[src/rtl/mips_cpu_pkg.sv]
// Shared MIPS CPU definitions: multiply/divide operation codes and the
// R-type function codes used by the decoder and the HI/LO sequencer.
package mips_cpu_pkg;

   typedef enum logic [1:0] {
      MULT  = 2'd0,
      MULTU = 2'd1,
      DIV   = 2'd2,
      DIVU  = 2'd3
   } muldiv_op_t;

   localparam logic [5:0] F_MFHI  = 6'h10;
   localparam logic [5:0] F_MTHI  = 6'h11;
   localparam logic [5:0] F_MFLO  = 6'h12;
   localparam logic [5:0] F_MTLO  = 6'h13;
   localparam logic [5:0] F_MULT  = 6'h18;
   localparam logic [5:0] F_MULTU = 6'h19;
   localparam logic [5:0] F_DIV   = 6'h1A;
   localparam logic [5:0] F_DIVU  = 6'h1B;

endpackage

[src/rtl/mips_cpu_muldiv.sv]
// Iterative multiply/divide sequencer owning HI/LO: shift-add multiplier and
// restoring divider sharing one 64-bit working register and one adder.
module mips_cpu_muldiv
   import mips_cpu_pkg::*;
#(
   parameter int unsigned ITERATIONS = 32
) (
   input  logic        clk,
   input  logic        reset,
   input  logic        clk_enable,
   input  logic        start,
   input  logic [1:0]  op,
   input  logic [31:0] op_a,
   input  logic [31:0] op_b,
   input  logic        mthi,
   input  logic        mtlo,
   input  logic [31:0] mt_data,
   output logic        busy,
   output logic        done,
   output logic [31:0] hi,
   output logic [31:0] lo
);

   localparam int unsigned CNT_W  = 6;
   localparam int unsigned WORD_W = 32;
   localparam int unsigned SUM_W  = WORD_W + 2;

   typedef enum logic [1:0] {
      IDLE  = 2'd0,
      RUN   = 2'd1,
      FIXUP = 2'd2
   } muldiv_state_t;

   muldiv_state_t state_q, state_d;
   muldiv_op_t    op_q, op_d;
   logic [WORD_W-1:0]   mag_a_q, mag_a_d;
   logic [WORD_W-1:0]   mag_b_q, mag_b_d;
   logic [2*WORD_W-1:0] work_q, work_d;
   logic [CNT_W-1:0]    cnt_q, cnt_d;
   logic                prod_neg_q, prod_neg_d;
   logic                rem_neg_q, rem_neg_d;
   logic [WORD_W-1:0]   hi_d, lo_d;
   logic                busy_d, done_d;

   logic                is_div;
   logic                in_signed;
   logic [SUM_W-1:0]    add_x, add_y, add_s;
   logic                add_cin;
   logic [2*WORD_W-1:0] mul_step, div_step;
   logic [2*WORD_W-1:0] prod_fix;
   logic [WORD_W-1:0]   quot_fix, rem_fix, dividend;

   function automatic logic [WORD_W-1:0] magnitude(input logic [WORD_W-1:0] x,
                                                    input logic sgn);
      return (sgn && x[WORD_W-1]) ? -x : x;
   endfunction

   assign is_div    = (op_q == DIV) || (op_q == DIVU);
   assign in_signed = (muldiv_op_t'(op) == MULT) || (muldiv_op_t'(op) == DIV);

   // Shared adder: accumulate multiplicand, or trial-subtract the divisor
   always_comb begin
      if (is_div) begin
         add_x   = {1'b0, work_q[2*WORD_W-1:WORD_W-1]};
         add_y   = ~{2'b00, mag_b_q};
         add_cin = 1'b1;
      end else begin
         add_x   = {2'b00, work_q[2*WORD_W-1:WORD_W]};
         add_y   = {2'b00, mag_a_q};
         add_cin = 1'b0;
      end
      add_s = add_x + add_y + SUM_W'(add_cin);
   end

   // One iteration of each algorithm; add_s[SUM_W-1] is the divide borrow
   always_comb begin
      mul_step = work_q[0] ? {add_s[WORD_W:0], work_q[WORD_W-1:1]}
                           : {1'b0, work_q[2*WORD_W-1:1]};
      div_step = add_s[SUM_W-1] ? {work_q[2*WORD_W-2:0], 1'b0}
                                : {add_s[WORD_W-1:0], work_q[WORD_W-2:0], 1'b1};
   end

   always_comb begin
      prod_fix = prod_neg_q ? -work_q : work_q;
      quot_fix = prod_neg_q ? -work_q[WORD_W-1:0] : work_q[WORD_W-1:0];
      rem_fix  = rem_neg_q ? -work_q[2*WORD_W-1:WORD_W] : work_q[2*WORD_W-1:WORD_W];
      dividend = rem_neg_q ? -mag_a_q : mag_a_q;
   end

   // Next-state and register update logic
   always_comb begin
      state_d    = state_q;
      op_d       = op_q;
      mag_a_d    = mag_a_q;
      mag_b_d    = mag_b_q;
      work_d     = work_q;
      cnt_d      = cnt_q;
      prod_neg_d = prod_neg_q;
      rem_neg_d  = rem_neg_q;
      hi_d       = hi;
      lo_d       = lo;
      done_d     = 1'b0;

      case (state_q)
         IDLE: begin
            if (mthi) hi_d = mt_data;
            if (mtlo) lo_d = mt_data;
            if (start) begin
               op_d       = muldiv_op_t'(op);
               mag_a_d    = magnitude(op_a, in_signed);
               mag_b_d    = magnitude(op_b, in_signed);
               prod_neg_d = in_signed & (op_a[WORD_W-1] ^ op_b[WORD_W-1]);
               rem_neg_d  = in_signed & op_a[WORD_W-1];
               cnt_d      = '0;
               work_d     = '0;
               state_d    = RUN;
            end
         end
         RUN: begin
            cnt_d = cnt_q + CNT_W'(1);
            // First RUN cycle seeds the working register from the magnitudes
            if (cnt_q == '0) begin
               work_d = is_div ? {{WORD_W{1'b0}}, mag_a_q} : {{WORD_W{1'b0}}, mag_b_q};
            end else begin
               work_d = is_div ? div_step : mul_step;
            end
            if (cnt_q == CNT_W'(ITERATIONS)) state_d = FIXUP;
         end
         FIXUP: begin
            if (is_div && (mag_b_q == '0)) begin
               hi_d = dividend;
               lo_d = '1;
            end else if (is_div) begin
               hi_d = rem_fix;
               lo_d = quot_fix;
            end else begin
               hi_d = prod_fix[2*WORD_W-1:WORD_W];
               lo_d = prod_fix[WORD_W-1:0];
            end
            done_d  = 1'b1;
            state_d = IDLE;
         end
         default: state_d = IDLE;
      endcase

      busy_d = (state_d != IDLE);
   end

   always_ff @(posedge clk or posedge reset) begin
      if (reset) begin
         state_q <= IDLE;
      end else if (clk_enable) begin
         state_q <= state_d;
      end
   end

   always_ff @(posedge clk or posedge reset) begin
      if (reset) begin
         op_q       <= MULT;
         mag_a_q    <= '0;
         mag_b_q    <= '0;
         work_q     <= '0;
         cnt_q      <= '0;
         prod_neg_q <= 1'b0;
         rem_neg_q  <= 1'b0;
         hi         <= '0;
         lo         <= '0;
         busy       <= 1'b0;
         done       <= 1'b0;
      end else if (clk_enable) begin
         op_q       <= op_d;
         mag_a_q    <= mag_a_d;
         mag_b_q    <= mag_b_d;
         work_q     <= work_d;
         cnt_q      <= cnt_d;
         prod_neg_q <= prod_neg_d;
         rem_neg_q  <= rem_neg_d;
         hi         <= hi_d;
         lo         <= lo_d;
         busy       <= busy_d;
         done       <= done_d;
      end
   end

endmodule

[config.mk]
export PLATFORM = sky130hd
export DESIGN_NAME = mips_cpu_muldiv
export DESIGN_NICKNAME = d
export VERILOG_FILES = /design/src/rtl/mips_cpu_pkg.sv /design/src/rtl/mips_cpu_muldiv.sv
export SDC_FILE = /design/constraint.sdc
export NUM_CORES = 1
export LEC_CHECK = 0
export CORE_MARGIN = 5
export CORE_UTILIZATION = 30
export DETAILED_ROUTE_END_ITERATION = 10
export GPL_TIMING_DRIVEN = 0
export PLACE_DENSITY_LB_ADDON = 0.3
export SLEW_MARGIN = 20
export SYNTH_ARGS = -nofsm -noshare
export SYNTH_HDL_FRONTEND = slang
export SYNTH_SLANG_ARGS = --single-unit
[constraint.sdc]
create_clock -name clk -period 15.6 [get_ports clk]
set_clock_uncertainty 0.1 [all_clocks]
set_input_delay 2.34 -clock clk [delete_from_list [all_inputs] [get_ports clk]]
set_output_delay 2.34 -clock clk [all_outputs]
set_load 0.01 [all_outputs]
Word-level counts from Yosys, hierarchy flattened
Index checks and enable logic that the tools add are counted.
- bits in registers: 206
- input port bits: 104
- output and inout bits: 66
- word-level logic and storage cells: 80
- add/subtract/negate cells: 9
- equal/unequal tests: 9
- muxes and demuxes: 30
- bitwise gates (word level): 4
- reductions and logical operators: 16
- operators with widths (kind ; count):
    32-bit two-way mux ; 12
    64-bit two-way mux ; 6
    32-bit negator ; 5
    32-bit case mux with 2 select lines ; 2
    64-bit case mux with 2 select lines ; 1
    64-bit negator ; 1
    34-bit by 1-bit adder with 34-bit output ; 1
    34-bit adder ; 1
    34-bit two-way mux ; 1
    32-bit NOT with 34-bit output ; 1
    33-bit two-way mux ; 1
    32-bit zero test ; 1
    6-bit case mux with 2 select lines ; 1
    3-bit AND reduction ; 4
    2-bit equality test, second input constant ; 4
    6-bit by 1-bit adder with 6-bit output, second input constant ; 1
    6-bit equality test, second input constant ; 1
    6-bit zero test ; 1
    6-bit two-way mux ; 1
    2-bit inequality test, second input constant ; 3
    2-bit nonzero test ; 3
    2-bit zero test ; 2
    2-bit two-way mux ; 2
    2-bit case mux with 2 select lines ; 1
    6 further kinds ; 11

Longest topological paths before layout
Gate-level depths: netlist of run 1.
- word-level depth: 9
- depth in mapped cells: 17
- gate-level depth less buffers: 12

Least setup slack after synthesis of run 1
No wires, ideal clock.
- path kind: register to register
- start: register op_q[1]
- end: register work_q[55]
- library setup time: 95 ps
- arrival time: 4425 ps
- required time: 15405 ps
- setup slack: 10980 ps
- cell stages (with the launch flop): 16
- path buffers: 3
- period minus slack after synthesis: 4620 ps
- path through: dfrtp_1 inv_1 buf_1 clkbuf_1 clkbuf_1 mux2i_1 fa_1 fa_1 nor2b_1 o2111ai_1 a211o_1 a2111o_1 and3b_1 xnor2_1 o221ai_1 o31ai_1
- cells in the longest elaborated chain, start to end: 9
- elaborated cells on any way between the ends: 13
- those cells by class: add/sub (2); eq/ne (2); mux (8); reduce/logical (1)
- RTL lines (item ; RTL line ; RTL):
    from (decl) ; mips_cpu_muldiv.sv:35 ; muldiv_op_t op_q, op_d;
    from (signal assigned) ; mips_cpu_muldiv.sv:171 ; op_q <= op_d;
    2-bit equality test ; mips_cpu_muldiv.sv:58 ; assign is_div = (op_q == DIV) || (op_q == DIVU);
    1-bit logical OR (*) ; mips_cpu_muldiv.sv:58 ;
    33-bit two-way mux or 34-bit two-way mux (tied branches) ; mips_cpu_muldiv.sv:63 ; if (is_div) begin
    34-bit adder ; mips_cpu_muldiv.sv:72 ; add_s = add_x + add_y + SUM_W'(add_cin);
    34-bit by 1-bit adder with 34-bit output ; mips_cpu_muldiv.sv:72 ;
    64-bit two-way mux (on tied branches) ; mips_cpu_muldiv.sv:77, mips_cpu_muldiv.sv:79 ;
    64-bit two-way mux (*) ; mips_cpu_muldiv.sv:125 ; work_d = is_div ? div_step : mul_step;
    64-bit two-way mux (*) ; mips_cpu_muldiv.sv:122 ; if (cnt_q == '0) begin
    64-bit case mux with 2 select lines (*) ; mips_cpu_muldiv.sv:104 ; case (state_q)
    to (signal assigned) ; mips_cpu_muldiv.sv:174 ; work_q <= work_d;
    to (decl) ; mips_cpu_muldiv.sv:38 ; logic [2*WORD_W-1:0] work_q, work_d;
Every way passes the cells marked *; elsewhere a longest branch is shown, timed or not.
A chain may end at the register's enable or synchronous reset.

Worst setup path after layout of run 1
- start: register op_q[1]
- end: register work_q[45]
The elaborated chain is that of the path after synthesis.

==> results of run 1 <==
-- where the power goes --
group / internal, mW / total, mW / switching, mW
combinational: 1.10 / 2.82 / 1.72
clock: 0.375 / 0.629 / 0.254
sequential: 0.740 / 1.04 / 0.297
total: 2.22 / 4.49 / 2.27
-- final cells by class --
type,instances,share of cell area (%)
Sequential cell,205,26.3
Inverter,32,0.655
Multi-Input combinational cell,1518,51.8
Tap cell,688,4.42
Clock inverter,14,0.918
Clock buffer,32,3.65
Buffer,159,3.20
Timing Repair Buffer,173,9.01
-- routing by layer --
layer / GRT usage (%) / wire length [um]
met4: 9.44 / 3100
met1: 33.0 / 30700
met3: 3.31 / 5530
met5: 0 / 18
met2: 34.8 / 29400
-- critical path: stages, from the launching register on --
cell      delay [ps]
dfrtp_1          530
inv_1            340
buf_1            560
clkbuf_1         670
clkbuf_1         590
mux2i_1          320
ha_1             260
nor2b_1          150
o2111a_1         290
o211ai_1         270
a31oi_1          210
o21bai_1         750
nand3_1          510
clkbuf_1         420
o221ai_1         270
o21ai_0          110
-- cells in the mapped netlist (23+ instances only) --
master    number
clkbuf_1     128
a211oi_1      24
a22o_1        33
a21o_1        23
nor4_1        25
mux2_2        33
nor3_1        32
mux4_2        31
inv_1         32
ha_1          38
o41ai_1       24
o31ai_1       35
nor2_1       146
xor2_1        80
dfrtp_1      205
nand2_1      234
xnor2_1       96
o21ai_0      200
a21oi_1      139
o22ai_1       35
-- worst max path at each step --
stage,from,to,slack (ps),depth (start not counted)
final,op_q[1],work_q[45],9090,15
after global routing,op_q[1],work_q[45],8830,15
after CTS,op_q[1],work_q[45],9220,15
after detailed placement,op_q[1],work_q[45],9230,15
after global placement,reset,mag_b_q[18],4560,2
after floorplan,reset,busy,7560,1
-- cells in the final DEF, fill, tap and decap left out, types with 9 or more instances in the layout --
cell / netlist / final
a31oi_1: 19 / 19
o22ai_1: 35 / 35
or4_1: 17 / 17
o21ai_0: 200 / 200
dfrtp_1: 205 / 205
clkdlybuf4s50_1: 0 / 169
or3_1: 21 / 21
nor2_1: 146 / 146
xor2_1: 80 / 80
a21o_1: 23 / 23
o21a_1: 9 / 9
nand2b_1: 16 / 16
o31ai_1: 35 / 35
mux4_2: 31 / 31
nand3_1: 17 / 17
nand4_1: 12 / 12
inv_1: 32 / 31
and2_1: 10 / 10
a21oi_1: 139 / 139
clkbuf_1: 128 / 129
nor4_1: 25 / 25
mux2_2: 33 / 33
mux2i_1: 10 / 10
buf_1: 18 / 18
nor3_1: 32 / 32
nor2b_1: 19 / 19
xnor2_1: 96 / 96
nand2_1: 234 / 234
clkbuf_16: 0 / 25
o41ai_1: 24 / 24
buf_2: 7 / 9
ha_1: 38 / 38
a211oi_1: 24 / 24
o221ai_1: 15 / 15
a22o_1: 33 / 33
-- sequential cells by signal, summed over array words and instances (netlist names) --
register,count
busy,1
cnt_q,6
done,1
hi,32
lo,32
mag_a_q,32
mag_b_q,32
op_q,1
prod_neg_q,1
rem_neg_q,1
state_q,2
work_q,64
-- kinds of logic (layout without fill, tap and decap cells) --
logic type | count (synthesis) | count (layout) | share of synthesized area, %
adder cells (fa/ha/maj) | 40 | 40 | 3.23
flip-flops | 205 | 205 | 32.1
AO/OA/AOI/OAI | 633 | 633 | 25.3
AND/OR/NAND/NOR | 595 | 595 | 17.8
XOR/XNOR | 176 | 176 | 9.65
buffers and inverters | 191 | 410 | 4.66
multiplexers | 74 | 74 | 7.32
-- through the flow --
step                cells  hold slack (ps)  total power, mW
finish               2821              377             4.49
global route         2821              398             4.76
CTS                  2821              383             4.44
detailed placement   2775              367             3.80
global placement     2771              363             3.78
floorplan            1914              380             2.74
==> impl_metrics.ini, run 1 <==
[finish]
antenna_cells = 0
final-seq-area_mm2 = 0.00513
syn_to_final_growth_pct = 22.0
stdcell_area_mm2 = 0.0195
multi_input_area_mm2 = 0.0101
fin_util_pct = 37.0
fillers = 5456
layout-drive-gt1-share_pct = 7.45
layout.nets = 2258

[clocking]
cts_hold_buf = 0
clockRootBuffer = clkbuf_16
clkSinkCount = 205
ctsResizeCount = 0
cts_tree = done
clk-insertion-delay-late_ps = 570
ctsLongestPathBuffers = 3
cts_setup_buffers = 0
h-tree-depth = 1
path_clk_slew_ps = 70
cts_buffers = 25

[floorplanning]
die_area_mm2 = 0.0580
io_pins = 170
start_util_pct = 30.3
die_y_um = 241
die_w_um = 241
core_area_mm2 = 0.0527
rows = 84

[sta]
tightest_slew_ps = 1020
fin_ws_ps = 9090
drv_slew = 0
fmax_mhz = 154
hold_viol = 0
tns_ps = 0
maxSlewHeadroom_pct = 31.7
period_share_pct = 41.7
period_needed_ps = 6510
rsz0062_at_grt = no
finalSetupViolCount = 0

[critical_path]
rr_endpoint = work_q[45]
cp.arrival_ps = 6840
r2r_slack_ps = 9090
cp_max_fo = 10
critPathCaptureType = flip-flop
startpoint_type = flip-flop
reg2reg_depth = 15
crit_type = reg -> reg
critPathRequiredTime_ps = 15930
reg2reg_from = op_q[1]

[drt]
wirelength_um = 68700
ant_nets = 0
firstDrtPassIters = 5
viasPerCell = 5.68
drtIter0Drc = 1378
drc_errors = 0
vias = 16000
routedWlPerCell_um = 24.4

[grt]
grt_usage_pct = 23.0
grt_pass1_vias = 15500
gr-total-overflow = 0
grt_max_degree = 108
grt_pass1_wl_um = 102000
antenna_found_initial = 2

[min_path]
min_from = busy
min_to = busy
hp-class = reg -> reg
holdPathStages = 1

[place]
gp_congestion = 0.989
place_hpwl_um = 56000
dpl-instance-area_mm2 = 0.0186
pre_cts_slack_ps = 9230
port-buffer-count = 169

[job]
drv_cap = 0

[synthesis]
synth-edff-count = 0
seq_area_frac_synth_pct = 32.1
syn_area_mm2 = 0.0160
synth_seq_cells = 205
synthesis.nets = 2058
yosysWarnings = 0
ys_top_cells_by_area = dfrtp_1, o21ai_0, nand2_1, xnor2_1, xor2_1
ys.flop_type = dfrtp_1
synth_top_area_share_pct = 32.1
synthArstFlopShare_pct = 100
synthCells = 1914
synth.largest_area_cell = dfrtp_1
postSynthAreaPerCell_um2 = 8.35
synth_cell_types = 80

[power_and_ir_drop]
peakVddDrop_v = 0.0000923
power_leakage_nw = 7.75
powerDensity_mw_per_mm2 = 230

[run_status]
status = finished clean
Power figures use the tool's default switching activity.
==> run 2: changes to the inputs <==
==> constraint.sdc (replaced) <==
create_clock -name clk -period 5.38 [get_ports clk]
set_clock_uncertainty 0.1 [all_clocks]
set_input_delay 0.807 -clock clk [delete_from_list [all_inputs] [get_ports clk]]
set_output_delay 0.807 -clock clk [all_outputs]
set_load 0.01 [all_outputs]
==> run 2 against run 1 <==
Compared with the run above:
- combinational power rose to 2.9 times the previous value
- non-clock buffer count rose by 7
- hold slack improved by 3.6 ps
- sequential power rose to 2.9 times the previous value
- first-iteration DRC count rose by 1.6%
- flip-flop and latch count did not move
- largest cell class unchanged
==> impl_metrics.ini, run 2 (synthesis gave the netlist of run 1 again) <==
[run_status]
status = finished clean

[finish]
layout_commonest_cell = nand2_1
layout_common_cells = nand2_1, dfrtp_1, o21ai_0
syn_to_final_growth_pct = 22.7
layout.nets = 2266
layout-drive-gt1-share_pct = 8.55
largest_reg_flops = 64
fillers = 5445
instances_no_fill = 2830
registers.top_by_ff_count = work_q

[clocking]
cts_tree = done
cts_buffers = 26
clk-insertion-delay-late_ps = 570
clkSinkCount = 205
cts_hold_buf = 0
h-tree-depth = 1
path_clk_slew_ps = 60
clockRootBuffer = clkbuf_16
ctsLongestPathBuffers = 3

[critical_path]
cp_max_fo = 10
critPathRequiredTime_ps = 5710
cp.arrival_ps = 5410
crit_type = reg -> reg
critPathCaptureType = flip-flop
startpoint_type = flip-flop

[place]
gp_congestion = 0.997
port-buffer-count = 169
placed_cells = 2779
place_hpwl_um = 55600

[floorplanning]
core_area_mm2 = 0.0527
die_area_mm2 = 0.0580
io_pins = 170
die_y_um = 241
start_util_pct = 30.3
die_w_um = 241
rows = 84

[power_and_ir_drop]
p_sw_share_pct = 50.6
powerDensity_mw_per_mm2 = 660
peakVddDrop_v = 0.000240
p_int_mw = 6.39
p_seq_share_pct = 23.3
power_leakage_nw = 7.80
combPwrFrac_pct = 63.3
p_sw_mw = 6.55
p_clk_share_pct = 13.4

[drt]
drtIter0Drc = 1400
routedWlPerCell_um = 24.0
ant_nets = 0
wirelength_um = 68000
vias = 16200
drc_errors = 0
viasPerCell = 5.73
firstDrtPassIters = 5

[sta]
tightest_slew_ps = 1030
finalSetupViolCount = 0
drv_slew = 0
hold_ws_ps = 381
rsz0062_at_grt = no
period_share_pct = 94.5
fmax_mhz = 197
period_needed_ps = 5080
hold_viol = 0
maxSlewHeadroom_pct = 30.6

[grt]
grt_pass1_wl_um = 101000
grt_max_degree = 35
grt_usage_pct = 22.6
antenna_found_initial = 1
grt_pass1_vias = 15400
gr-total-overflow = 0

[min_path]
hp-class = reg -> reg

[job]
drv_cap = 0
## run 2: area by class of cell
class	count	area, um2	area share (%)
Antenna cell	1	2.50	0.0128
Buffer	158	643	3.28
Clock buffer	38	776	3.96
Clock inverter	9	75.1	0.383
Inverter	32	128	0.651
Multi-Input combinational cell	1518	10100	51.6
Sequential cell	205	5130	26.2
Tap cell	688	861	4.39
Timing Repair Buffer	181	1870	9.53
## run 2: layer usage
layer	up-vias	wire length (um)	GRT usage (%)	part of all wire, %
met3	103	5000	2.70	7.4
li1	7441	-	-	-
met2	750	29300	34.4	43
met5	-	0	0	0
met4	0	2680	7.97	3.9
met1	7910	31100	33.4	46
## run 2: worst max-delay path, cell delays in order (launching register included)
cell	delay, ps
dfrtp_2	490
clkbuf_2	290
buf_2	340
buf_1	520
mux2_2	420
ha_1	370
a21o_1	220
a31o_2	250
o211ai_1	220
a31oi_1	150
o21bai_2	400
and2_1	180
buf_2	220
buf_2	320
nor2_1	90
o41ai_1	360
## run 2: power by group through the flow
stage | registers (mW) | logic [mW] | clock network, mW
after detailed placement | 3.00 | 7.97 | 0
after CTS | 2.97 | 8.02 | 1.76
after global placement | 2.98 | 7.93 | 0
after global routing | 3.07 | 8.82 | 1.82
final | 3.02 | 8.19 | 1.73
after floorplan | 2.69 | 5.26 | 0
## run 2: path summary, 6_finish.rpt
kind / from / end / slack [ps] / cells past startpoint
max in group asynchronous: reset / mag_b_q[12] / 3870 / 5
min: done / done / 380 / 1
min in group asynchronous: reset / hi[23] / 450 / 2
max reg2reg: op_q[1] / work_q[46] / 300 / 15
max: op_q[1] / work_q[46] / 300 / 15
min reg2reg: done / done / 380 / 1
## run 2: per-stage QoR
| step | worst slack [ps] | TNS, ps | utilization (%) | power [mW] | cell area [um2] |
|---|---|---|---|---|---|
| after detailed placement | -1040 | -21630 | 35.5 | 11.0 | 18700 |
| after CTS | 45.3 | 0 | 37.1 | 12.8 | 19600 |
| after floorplan | 760 | 0 | - | 7.95 | 16000 |
| after global routing | 87.6 | 0 | 37.2 | 13.7 | 19600 |
| after global placement | -1010 | -22500 | 35.2 | 10.9 | 18500 |
| final | 296 | 0 | 37.2 | 12.9 | 19600 |
## run 2: what timing repair did
action / 4_1_cts / 5_1_grt
setup buffers: 0 / 4
endpoints found under the setup margin: 33 / 30
gates resized for setup: 13 / 11
==> run 3: changes to the inputs <==
--- a/config.mk
+++ b/config.mk
@@ -8,7 +8,6 @@
 export CORE_MARGIN = 5
 export CORE_UTILIZATION = 30
 export DETAILED_ROUTE_END_ITERATION = 10
-export GPL_TIMING_DRIVEN = 0
 export PLACE_DENSITY_LB_ADDON = 0.3
 export SLEW_MARGIN = 20
 export SYNTH_ARGS = -nofsm -noshare
==> run 3 against run 2 <==
Compared with the run above:
- critical endpoint is now work_q[55]
- non-clock buffer count shrank 142
- via count decreased by 6.1%
- first-iteration DRC count decreased by 2.9%
- global-route usage fell by 2.4 points
- core utilization is 0.98 points lower
- die area is the same
- final cell count down 5.1%
- cell area decreased by 2.6%
- critical path type unchanged
==> impl_metrics.ini, run 3 (synthesis gave the netlist of run 1 again) <==
[clocking]
clk-insertion-delay-late_ps = 550
ctsResizeCount = 0
cts_tree = done
cts_buffers = 25
path_clk_slew_ps = 60
cts_setup_buffers = 0
ctsLongestPathBuffers = 3
h-tree-depth = 1
clockRootBuffer = clkbuf_16
cts_hold_buf = 0
clkSinkCount = 205

[drt]
ant_nets = 0
routedWlPerCell_um = 22.7
wirelength_um = 61000
drt-met1-wl_um = 28700
top_layer = met4
firstDrtPassIters = 6
drc_errors = 0
wl_met3_um = 4410
viasPerCell = 5.67
wl_met2_um = 25300
vias = 15200
drtIter0Drc = 1359

[place]
placed_cells = 2640
place_hpwl_um = 48000
pre_cts_slack_ps = 879
gp_congestion = 0.956
dpl-instance-area_mm2 = 0.0182
port-buffer-count = 169

[grt]
grt_max_degree = 138
gr-total-overflow = 0
antenna_found_initial = 0
grt_pass1_vias = 14300
grt_pass1_wl_um = 91400
grt_usage_pct = 20.2

[sta]
finalSetupViolCount = 0
hold_ws_ps = 376
hold_viol = 0
tightest_slew_ps = 1040
drv_slew = 0
period_needed_ps = 4590
tns_ps = 0
fin_ws_ps = 787
period_share_pct = 85.4
rsz0062_at_grt = no
fmax_mhz = 218
maxSlewHeadroom_pct = 30.4

[floorplanning]
io_pins = 170
die_w_um = 241
rows = 84
core_area_mm2 = 0.0527
die_area_mm2 = 0.0580
start_util_pct = 30.3
die_y_um = 241

[critical_path]
crit_type = reg -> reg
path_buf_inv = 1
path_common_cell = fa_1
critPathRequiredTime_ps = 5730
crit_cells = 12
cp_top_family = compound AO/OA/AOI/OAI gates
critical_path.startpoint = op_q[1]
startpoint_type = flip-flop
reg2reg_depth = 12
cp.arrival_ps = 4940
critPathCaptureType = flip-flop
cp_max_fo = 77
reg2reg_from = op_q[1]
cp_slowest_cell = dfrtp_4
crit_path_max_incr_delay_ps = 900
crit_path_cell_trace = buf_4 -> mux2i_1 -> fa_1 -> fa_1 -> nor2b_1 -> o2111ai_1 -> a211o_1 -> a2111o_1 -> and3b_1 -> xnor2_1 -> o221ai_1 -> o31ai_1

[finish]
layout.nets = 2123
instances_no_fill = 2686
syn_to_final_growth_pct = 19.5
antenna_cells = 0
layout_common_cells = nand2_1, dfrtp_1, o21ai_0
registers.top_by_ff_count = work_q
layout_commonest_cell = nand2_1
layout-drive-gt1-share_pct = 8.96
fin_util_pct = 36.2
stdcell_area_mm2 = 0.0191
largest_reg_flops = 64

[min_path]
min_from = lo[15]
holdPathStages = 2
hp-class = reg -> reg

[power_and_ir_drop]
powerDensity_mw_per_mm2 = 660
total_power_mw = 12.6
power_leakage_nw = 7.60
peakVddDrop_v = 0.000270

[job]
drv_cap = 0

[run_status]
status = finished clean
-- run 3: changes by cell type in the layout (fill, tap and decap cells not counted), moves of 5 or more --
cell / previous run / this run
buf_2: 12 / 0
clkbuf_2: 11 / 0
buf_12: 7 / 2
buf_4: 6 / 26
clkbuf_1: 124 / 2
buf_1: 11 / 0
-- run 3: worst reg2reg max path, stage by stage (launching register included) --
cell,delay (ps)
dfrtp_4,900
buf_4,300
mux2i_1,120
fa_1,460
fa_1,420
nor2b_1,160
o2111ai_1,170
a211o_1,430
a2111o_1,510
and3b_1,240
xnor2_1,270
o221ai_1,150
o31ai_1,250
-- run 3: cell type report --
class                      count  area, um2
timing repair buffer         197       1930
multi-input combinational   1518      10200
clock buffer                  32        702
tap                          688        861
clock inverter                14        181
inverter                      32        124
fill                        5359      33600
sequential                   205       5130
-- run 3: routing by layer --
metal  GRT usage, %  up-vias
li1               -     7142
met1           30.7     7353
met2           29.2      636
met3           2.54       91
met4           7.68        0
met5              0        -
-- run 3: worst paths after layout --
check | to | slack [ps]
min reg2reg | lo[15] | 380
min in group asynchronous | work_q[59] | 690
max reg2reg | work_q[55] | 790
max | work_q[55] | 790
min | lo[15] | 380
max in group asynchronous | done | 3770
-- run 3: power breakdown --
group / total (mW) / switching, mW / internal (mW)
sequential: 3.36 / 1.22 / 2.14
combinational: 7.43 / 4.28 / 3.15
clock: 1.80 / 0.723 / 1.08
